**config.mk**
```make
export PLATFORM = sky130hd
export DESIGN_NAME = psma_mac_acc_flat
export DESIGN_NICKNAME = d
export VERILOG_FILES = /design/src/rtl/psma_mac_acc_if.sv /design/src/rtl/psma_mac_acc.sv /design/src/flat_wrapper.sv
export SDC_FILE = /design/constraint.sdc
export NUM_CORES = 1
export LEC_CHECK = 0
export ABC_AREA = 0
export BUFFER_PORTS_ARGS = -buffer_cell sky130_fd_sc_hd__buf_2
export CAP_MARGIN = 20
export CORE_MARGIN = 4
export CORE_UTILIZATION = 40
export DETAILED_ROUTE_END_ITERATION = 8
export REMOVE_ABC_BUFFERS = 1
export SLEW_MARGIN = 15
export SYNTH_ARGS = -nofsm -noshare
export SYNTH_HDL_FRONTEND = slang
export SYNTH_SLANG_ARGS = --single-unit
```
**constraint.sdc**
```tcl
create_clock -name clk -period 3.5 [get_ports clk]
set_input_delay 0.7 -clock clk [delete_from_list [all_inputs] [get_ports clk]]
set_output_delay 0.7 -clock clk [all_outputs]
set_load 0.02 [all_outputs]
```
**src/rtl/psma_mac_acc_if.sv**
```systemverilog
// Beat/result handshake bundle for psma_mac_acc: a valid/ready beat channel
// in and a held, back-pressured result channel out.
interface psma_mac_acc_if #(
  parameter int WIDTH     = 8,
  parameter int ACC_WIDTH = 24
);
  logic                 in_valid;
  logic                 in_ready;
  logic [WIDTH-1:0]     in_a;
  logic [WIDTH-1:0]     in_w;
  logic [1:0]           in_prec;
  logic                 in_last;
  logic                 out_valid;
  logic                 out_ready;
  logic [ACC_WIDTH-1:0] out_acc;
  logic                 out_ovf;

  modport master (
    output in_valid, in_a, in_w, in_prec, in_last, out_ready,
    input  in_ready, out_valid, out_acc, out_ovf
  );

  modport slave (
    input  in_valid, in_a, in_w, in_prec, in_last, out_ready,
    output in_ready, out_valid, out_acc, out_ovf
  );
endinterface

```
**src/rtl/psma_mac_acc.sv**
```systemverilog
// Precision-scalable sum-together MAC: per-beat sum of 1/2/4 unsigned lane
// products, accumulated over a beat group in a two-stage, stall-on-hold pipe.
module psma_mac_acc #(
  parameter int WIDTH     = 8,
  parameter int ACC_WIDTH = 24
) (
  input  logic          clk,
  input  logic          rst_n,
  psma_mac_acc_if.slave bus
);
  localparam int PW = 2 * WIDTH;
  localparam int HL = WIDTH / 2;
  localparam int QL = WIDTH / 4;

  typedef enum logic {IDLE, ACCUM} state_e;

  state_e               state_q, state_d;
  logic [1:0]           prec_q, prec_d;
  logic                 s1_valid_q, s1_valid_d;
  logic [PW-1:0]        s1_sum_q, s1_sum_d;
  logic                 s1_first_q, s1_first_d;
  logic                 s1_last_q, s1_last_d;
  logic [ACC_WIDTH-1:0] acc_q, acc_d;
  logic                 ovf_q, ovf_d;
  logic                 out_valid_q, out_valid_d;
  logic [ACC_WIDTH-1:0] out_acc_q, out_acc_d;
  logic                 out_ovf_q, out_ovf_d;

  logic                 adv;
  logic                 accept;
  logic [1:0]           eff_prec;
  logic [PW-1:0]        sum_full, sum_half, sum_quar, beat_sum;
  logic [ACC_WIDTH:0]   add_ext;

  // The whole pipe freezes while a result sits unconsumed.
  assign adv      = !out_valid_q || bus.out_ready;
  assign accept   = bus.in_valid && adv;
  assign eff_prec = (state_q == IDLE) ? bus.in_prec : prec_q;

  // NOTE: every signal assigned in an always_comb gets a default first, so no
  // path leaves it unassigned and no latch is inferred.
  always_comb begin
    sum_full = PW'(bus.in_a) * PW'(bus.in_w);
    sum_half = '0;
    sum_quar = '0;
    for (int i = 0; i < 2; i++) begin
      sum_half = sum_half + PW'(bus.in_a[i*HL +: HL]) * PW'(bus.in_w[i*HL +: HL]);
    end
    for (int i = 0; i < 4; i++) begin
      sum_quar = sum_quar + PW'(bus.in_a[i*QL +: QL]) * PW'(bus.in_w[i*QL +: QL]);
    end
    unique case (eff_prec)
      2'b01:   beat_sum = sum_half;
      2'b10:   beat_sum = sum_quar;
      default: beat_sum = sum_full;
    endcase
  end

  // Input-side FSM and stage 1. A bubble enters stage 1 when nothing is accepted.
  always_comb begin
    state_d    = state_q;
    prec_d     = prec_q;
    s1_valid_d = s1_valid_q;
    s1_sum_d   = s1_sum_q;
    s1_first_d = s1_first_q;
    s1_last_d  = s1_last_q;
    if (adv) begin
      s1_valid_d = accept;
      s1_sum_d   = beat_sum;
      s1_first_d = (state_q == IDLE);
      s1_last_d  = bus.in_last;
      if (accept) begin
        if (state_q == IDLE) prec_d = bus.in_prec;
        state_d = bus.in_last ? IDLE : ACCUM;
      end
    end
  end

  // Stage 2: saturating accumulate, then load the output register on `last`.
  always_comb begin
    acc_d       = acc_q;
    ovf_d       = ovf_q;
    out_valid_d = out_valid_q;
    out_acc_d   = out_acc_q;
    out_ovf_d   = out_ovf_q;
    add_ext     = {1'b0, acc_q} + (ACC_WIDTH+1)'(s1_sum_q);
    if (bus.out_ready) out_valid_d = 1'b0;
    if (adv && s1_valid_q) begin
      if (s1_first_q) begin
        acc_d = ACC_WIDTH'(s1_sum_q);
        ovf_d = 1'b0;
      end else if (add_ext[ACC_WIDTH]) begin
        acc_d = '1;
        ovf_d = 1'b1;
      end else begin
        acc_d = add_ext[ACC_WIDTH-1:0];
      end
      if (s1_last_q) begin
        out_acc_d   = acc_d;
        out_ovf_d   = ovf_d;
        out_valid_d = 1'b1;
      end
    end
  end

  // NOTE: state registers use non-blocking assignments so every flop samples
  // pre-edge values; all of them, datapath included, are reset because a
  // reset mid-group must discard the partial accumulation.
  always_ff @(posedge clk or negedge rst_n) begin
    if (!rst_n) begin
      state_q     <= IDLE;
      prec_q      <= '0;
      s1_valid_q  <= 1'b0;
      s1_sum_q    <= '0;
      s1_first_q  <= 1'b0;
      s1_last_q   <= 1'b0;
      acc_q       <= '0;
      ovf_q       <= 1'b0;
      out_valid_q <= 1'b0;
      out_acc_q   <= '0;
      out_ovf_q   <= 1'b0;
    end else begin
      state_q     <= state_d;
      prec_q      <= prec_d;
      s1_valid_q  <= s1_valid_d;
      s1_sum_q    <= s1_sum_d;
      s1_first_q  <= s1_first_d;
      s1_last_q   <= s1_last_d;
      acc_q       <= acc_d;
      ovf_q       <= ovf_d;
      out_valid_q <= out_valid_d;
      out_acc_q   <= out_acc_d;
      out_ovf_q   <= out_ovf_d;
    end
  end

  assign bus.in_ready  = adv;
  assign bus.out_valid = out_valid_q;
  assign bus.out_acc   = out_acc_q;
  assign bus.out_ovf   = out_ovf_q;
endmodule

```
**src/flat_wrapper.sv**
```systemverilog
// flat-port wrapper written by rule: the top's interface ports become plain ports
module psma_mac_acc_flat 
#(
  parameter int WIDTH     = 8,
  parameter int ACC_WIDTH = 24
)
  (clk, rst_n, bus_in_valid, bus_in_a, bus_in_w, bus_in_prec, bus_in_last, bus_out_ready, bus_in_ready, bus_out_valid, bus_out_acc, bus_out_ovf);
  psma_mac_acc_if #(.WIDTH(WIDTH), .ACC_WIDTH(ACC_WIDTH)) bus_i ();
  input  logic clk;
  input  logic rst_n;
  input wire logic [$bits(bus_i.in_valid)-1:0] bus_in_valid;
  input wire logic [$bits(bus_i.in_a)-1:0] bus_in_a;
  input wire logic [$bits(bus_i.in_w)-1:0] bus_in_w;
  input wire logic [$bits(bus_i.in_prec)-1:0] bus_in_prec;
  input wire logic [$bits(bus_i.in_last)-1:0] bus_in_last;
  input wire logic [$bits(bus_i.out_ready)-1:0] bus_out_ready;
  output wire logic [$bits(bus_i.in_ready)-1:0] bus_in_ready;
  output wire logic [$bits(bus_i.out_valid)-1:0] bus_out_valid;
  output wire logic [$bits(bus_i.out_acc)-1:0] bus_out_acc;
  output wire logic [$bits(bus_i.out_ovf)-1:0] bus_out_ovf;
  assign bus_i.in_valid = bus_in_valid;
  assign bus_i.in_a = bus_in_a;
  assign bus_i.in_w = bus_in_w;
  assign bus_i.in_prec = bus_in_prec;
  assign bus_i.in_last = bus_in_last;
  assign bus_i.out_ready = bus_out_ready;
  assign bus_in_ready = bus_i.in_ready;
  assign bus_out_valid = bus_i.out_valid;
  assign bus_out_acc = bus_i.out_acc;
  assign bus_out_ovf = bus_i.out_ovf;
  psma_mac_acc #(.WIDTH(WIDTH), .ACC_WIDTH(ACC_WIDTH)) u_core (.clk(clk), .rst_n(rst_n), .bus(bus_i));
endmodule
```
==> reports/results.tsv <==
metric	value	unit
status	finished, violations left	
failing checks	negative setup slack	
Hold Worst Slack	0.457	ns
first-pass GRT wire length	29700	um
initial drt markers	245	
hold_buf cts	0	
Cell Rows	49	
Fmax	238	MHz
actual slew at the worst max-slew pin	0.906	ns
HP Start	u_core.bus.out_ovf$_DFFE_PN0P_	
Total GRT Usage	0.178	
WP data arrival	4.42	ns
Die Span X	144	um
PnR worst setup slack	-0.705	ns
Worst VDD drop	560	uV
period utilization	1.20	
HP Class	flip-flop to flip-flop	
antenna violations before repair	0	
Worst Setup SP	bus_in_w[4]	
asr flop ratio synth	1.00	
n_diodes	0	
clock tree sinks	73	
nets	1104	
Clock Root Buffer	clkbuf_16	
dpl hpwl	13700	um
input/output buffers	49	
vias per cell	5.07	
proportion of layout cells with a drive suffix above 1	0.299	
Leakage	4.81	nW
register area share after synthesis	0.248	
Skew-Pair Late Insertion Delay	0.34	ns
clock tree buffer depth	2	
drc violations	0	
die area	20700	sq um
PwrDens	727	nW/um^2
combinational family with the most area after synthesis	adder cells	
H-tree Lvls	3	
number of synthesized register bits	73	
post-synthesis adder-cell area fraction	0.314	
number of synthesized flops with an enable pin	0	
Starting Density	0.409	
Compound-Gate Fraction of Synth Area	0.150	
number of distinct library cells after synthesis	52	
DRT Pass-1 Iters	5	
vias in the first global route	6078	
crit start category	input port	
skew final	0.00549	ns
Tot Pwr	6.92	mW
Critical Path RT	3.72	ns
Placer Congestion	0.906	
Post-Synth XOR/XNOR Area	0.0392	
Slew HR	0.396	
largest net degree at the start of global routing	74	
RR Startpoint	u_core.s1_sum_q[0]$_DFFE_PN0N_	
minimum clock period	4.20	ns
CTS tree	yes	
Crit-path slowest cell	fa_1	
fin. max-slew vios	0	
critical path's largest stage delay	0.55	ns
CP Cell Sequence	buf_8 -> and2_4 -> fa_1 -> inv_2 -> fa_1 -> inv_2 -> fa_1 -> inv_2 -> fa_1 -> inv_2 -> buf_6 -> ha_4 -> a21o_1 -> a21oi_2 -> o21bai_1 -> a21oi_1 -> xnor2_1 -> a32oi_1 -> a21oi_1	
Core ar.	18000	sq um
Post-Synth Simple-Gate Area	0.142	
post-synthesis mux area share	0.0447	
Ports	50	
Synth Area per Inst	9.34	sq um
ANT nets after route	0	
max-cap viol count	0	
RSZ-0062 raised after global routing	yes	
Syn. warnings	0	
top_reg_cell synth	dfrtp_1	
clock-pin slew of the registers on the worst-case setup and hold paths	0.06	ns
Crit. End Element	flip-flop	
final hold viol count	0	
Die Y	144	um
synthesized area	7370	sq um
area leader, netlist	dfrtp_1	
Synth area leaders	dfrtp_1 (25%), fa_1 (16%), ha_1 (15%)	
Num CTS Buffers	9	
critical path class	input port to flip-flop	
top cell type's share of synthesized area	0.248	
total grt overflow	0	
via count	5908	
Critical Path Fanout Max	5	
Avg WL per Cell	15.2	um
Cells after Synth	789	
Routed WL	17700	um
Area growth syn-to-layout	29.2	%
Final Setup Violations	14	
[power by group]
group / switching [mW] / total (mW) / internal [mW]
clock: 0.360 / 0.984 / 0.623
sequential: 0.207 / 1.36 / 1.15
combinational: 2.41 / 4.58 / 2.17
total: 2.98 / 6.92 / 3.95
[worst max-delay path: cells and delay by family]
kind	cells	cell delay, ns
fa+ha+maj	5	2.27
simple gates	1	0.16
buf+inv	6	0.39
xor+xnor	1	0.08
compound gates	6	0.82
[state kept, by name, indices dropped and copies added (netlist names)]
name,flops
u_core.acc_q,24
u_core.bus.out_acc,24
u_core.bus.out_ovf,1
u_core.bus.out_valid,1
u_core.ovf_q,1
u_core.prec_q,2
u_core.s1_first_q,1
u_core.s1_last_q,1
u_core.s1_sum_q,16
u_core.s1_valid_q,1
u_core.state_q,1
[area by class of cell]
| class | count | area (sq um) |
|---|---|---|
| Clock buffer | 9 | 225 |
| Tap cell | 229 | 287 |
| Timing Repair Buffer | 156 | 1230 |
| Sequential cell | 73 | 1830 |
| Clock inverter | 7 | 95.1 |
| Fill cell | 1698 | 8500 |
| Inverter | 96 | 360 |
| Multi-Input combinational cell | 596 | 5500 |
[Yosys cell counts, drive strengths merged, types with 7 or more instances]
library cell and number:
a21o 14, a21oi 43, a221oi 10, a31oi 14, and2 52, and3 10, clkbuf 19, dfrtp 73
fa 60, ha 89, inv 95, mux2 23, mux2i 7, nand2 81, nand3 11, nor2 45
o21ai 31, o31ai 7, xnor2 20, xor2 13
[metal layers]
layer,vias to the layer above,global-route usage,share of wire
met5,-,0,0
met4,0,0.0411,0.011
met3,20,0.0250,0.029
met2,75,0.308,0.50
met1,2850,0.237,0.46
li1,2963,-,-
[logic make-up after synthesis]
family	Yosys count
XOR/XNOR	33
buffers and inverters	120
AND/OR/NAND/NOR	220
flip-flops	73
multiplexers	30
AO/OA/AOI/OAI	164
adder cells (fa/ha/maj)	149
[final timing paths]
path	end	slack, ns	cells past startpoint
worst max-delay path	u_core.s1_sum_q[7]$_DFFE_PN0N_	-0.70	19
worst min-delay path	u_core.bus.out_ovf$_DFFE_PN0P_	0.46	2
worst max register to register	u_core.acc_q[14]$_DFFE_PN0P_	0.32	9
worst min register to register	u_core.bus.out_ovf$_DFFE_PN0P_	0.46	2
max in group asynchronous	u_core.acc_q[5]$_DFFE_PN0P_	2.41	1
min in group asynchronous	u_core.acc_q[12]$_DFFE_PN0P_	0.49	1
[repair_timing]
item,CTS,global route
resized for setup,105,47
setup buffers,7,1
pin swaps,69,45
setup endpoints to repair,14,14
[cells in the final DEF, fill, tap and decap left out, types with 6 or more instances in the layout]
cell and n:
buf_4 97, inv_1 83, ha_1 80, dfrtp_1 73, nand2_1 68, fa_1 56
nor2_1 45, and2_1 38, a21oi_1 36, buf_2 35, o21ai_0 23, mux2_2 23
xnor2_1 16, buf_6 15, and2_4 14, a21o_1 14, a31oi_1 14, inv_2 12
xor2_1 11, nand3_1 10, and3_1 9, clkbuf_16 9, nand2_4 8, mux2i_1 7
a21oi_2 7, ha_4 7, o21a_1 6, a2bb2oi_1 6, o21ai_1 6
[through the flow]
stage               cells  utilization  setup slack, ns  area (sq um)  TNS, ns
finish               1166        0.528           -0.705          9520    -7.60
global route         1166        0.528           -0.916          9520    -9.70
CTS                  1165        0.518           -0.734          9340    -7.90
detailed placement   1143        0.475            -1.43          8570   -17.11
global placement     1143        0.475            -1.38          8570   -16.77
floorplan             765            -            -1.10          7270   -10.83
No activity file was read; power rests on OpenSTA's default activity.
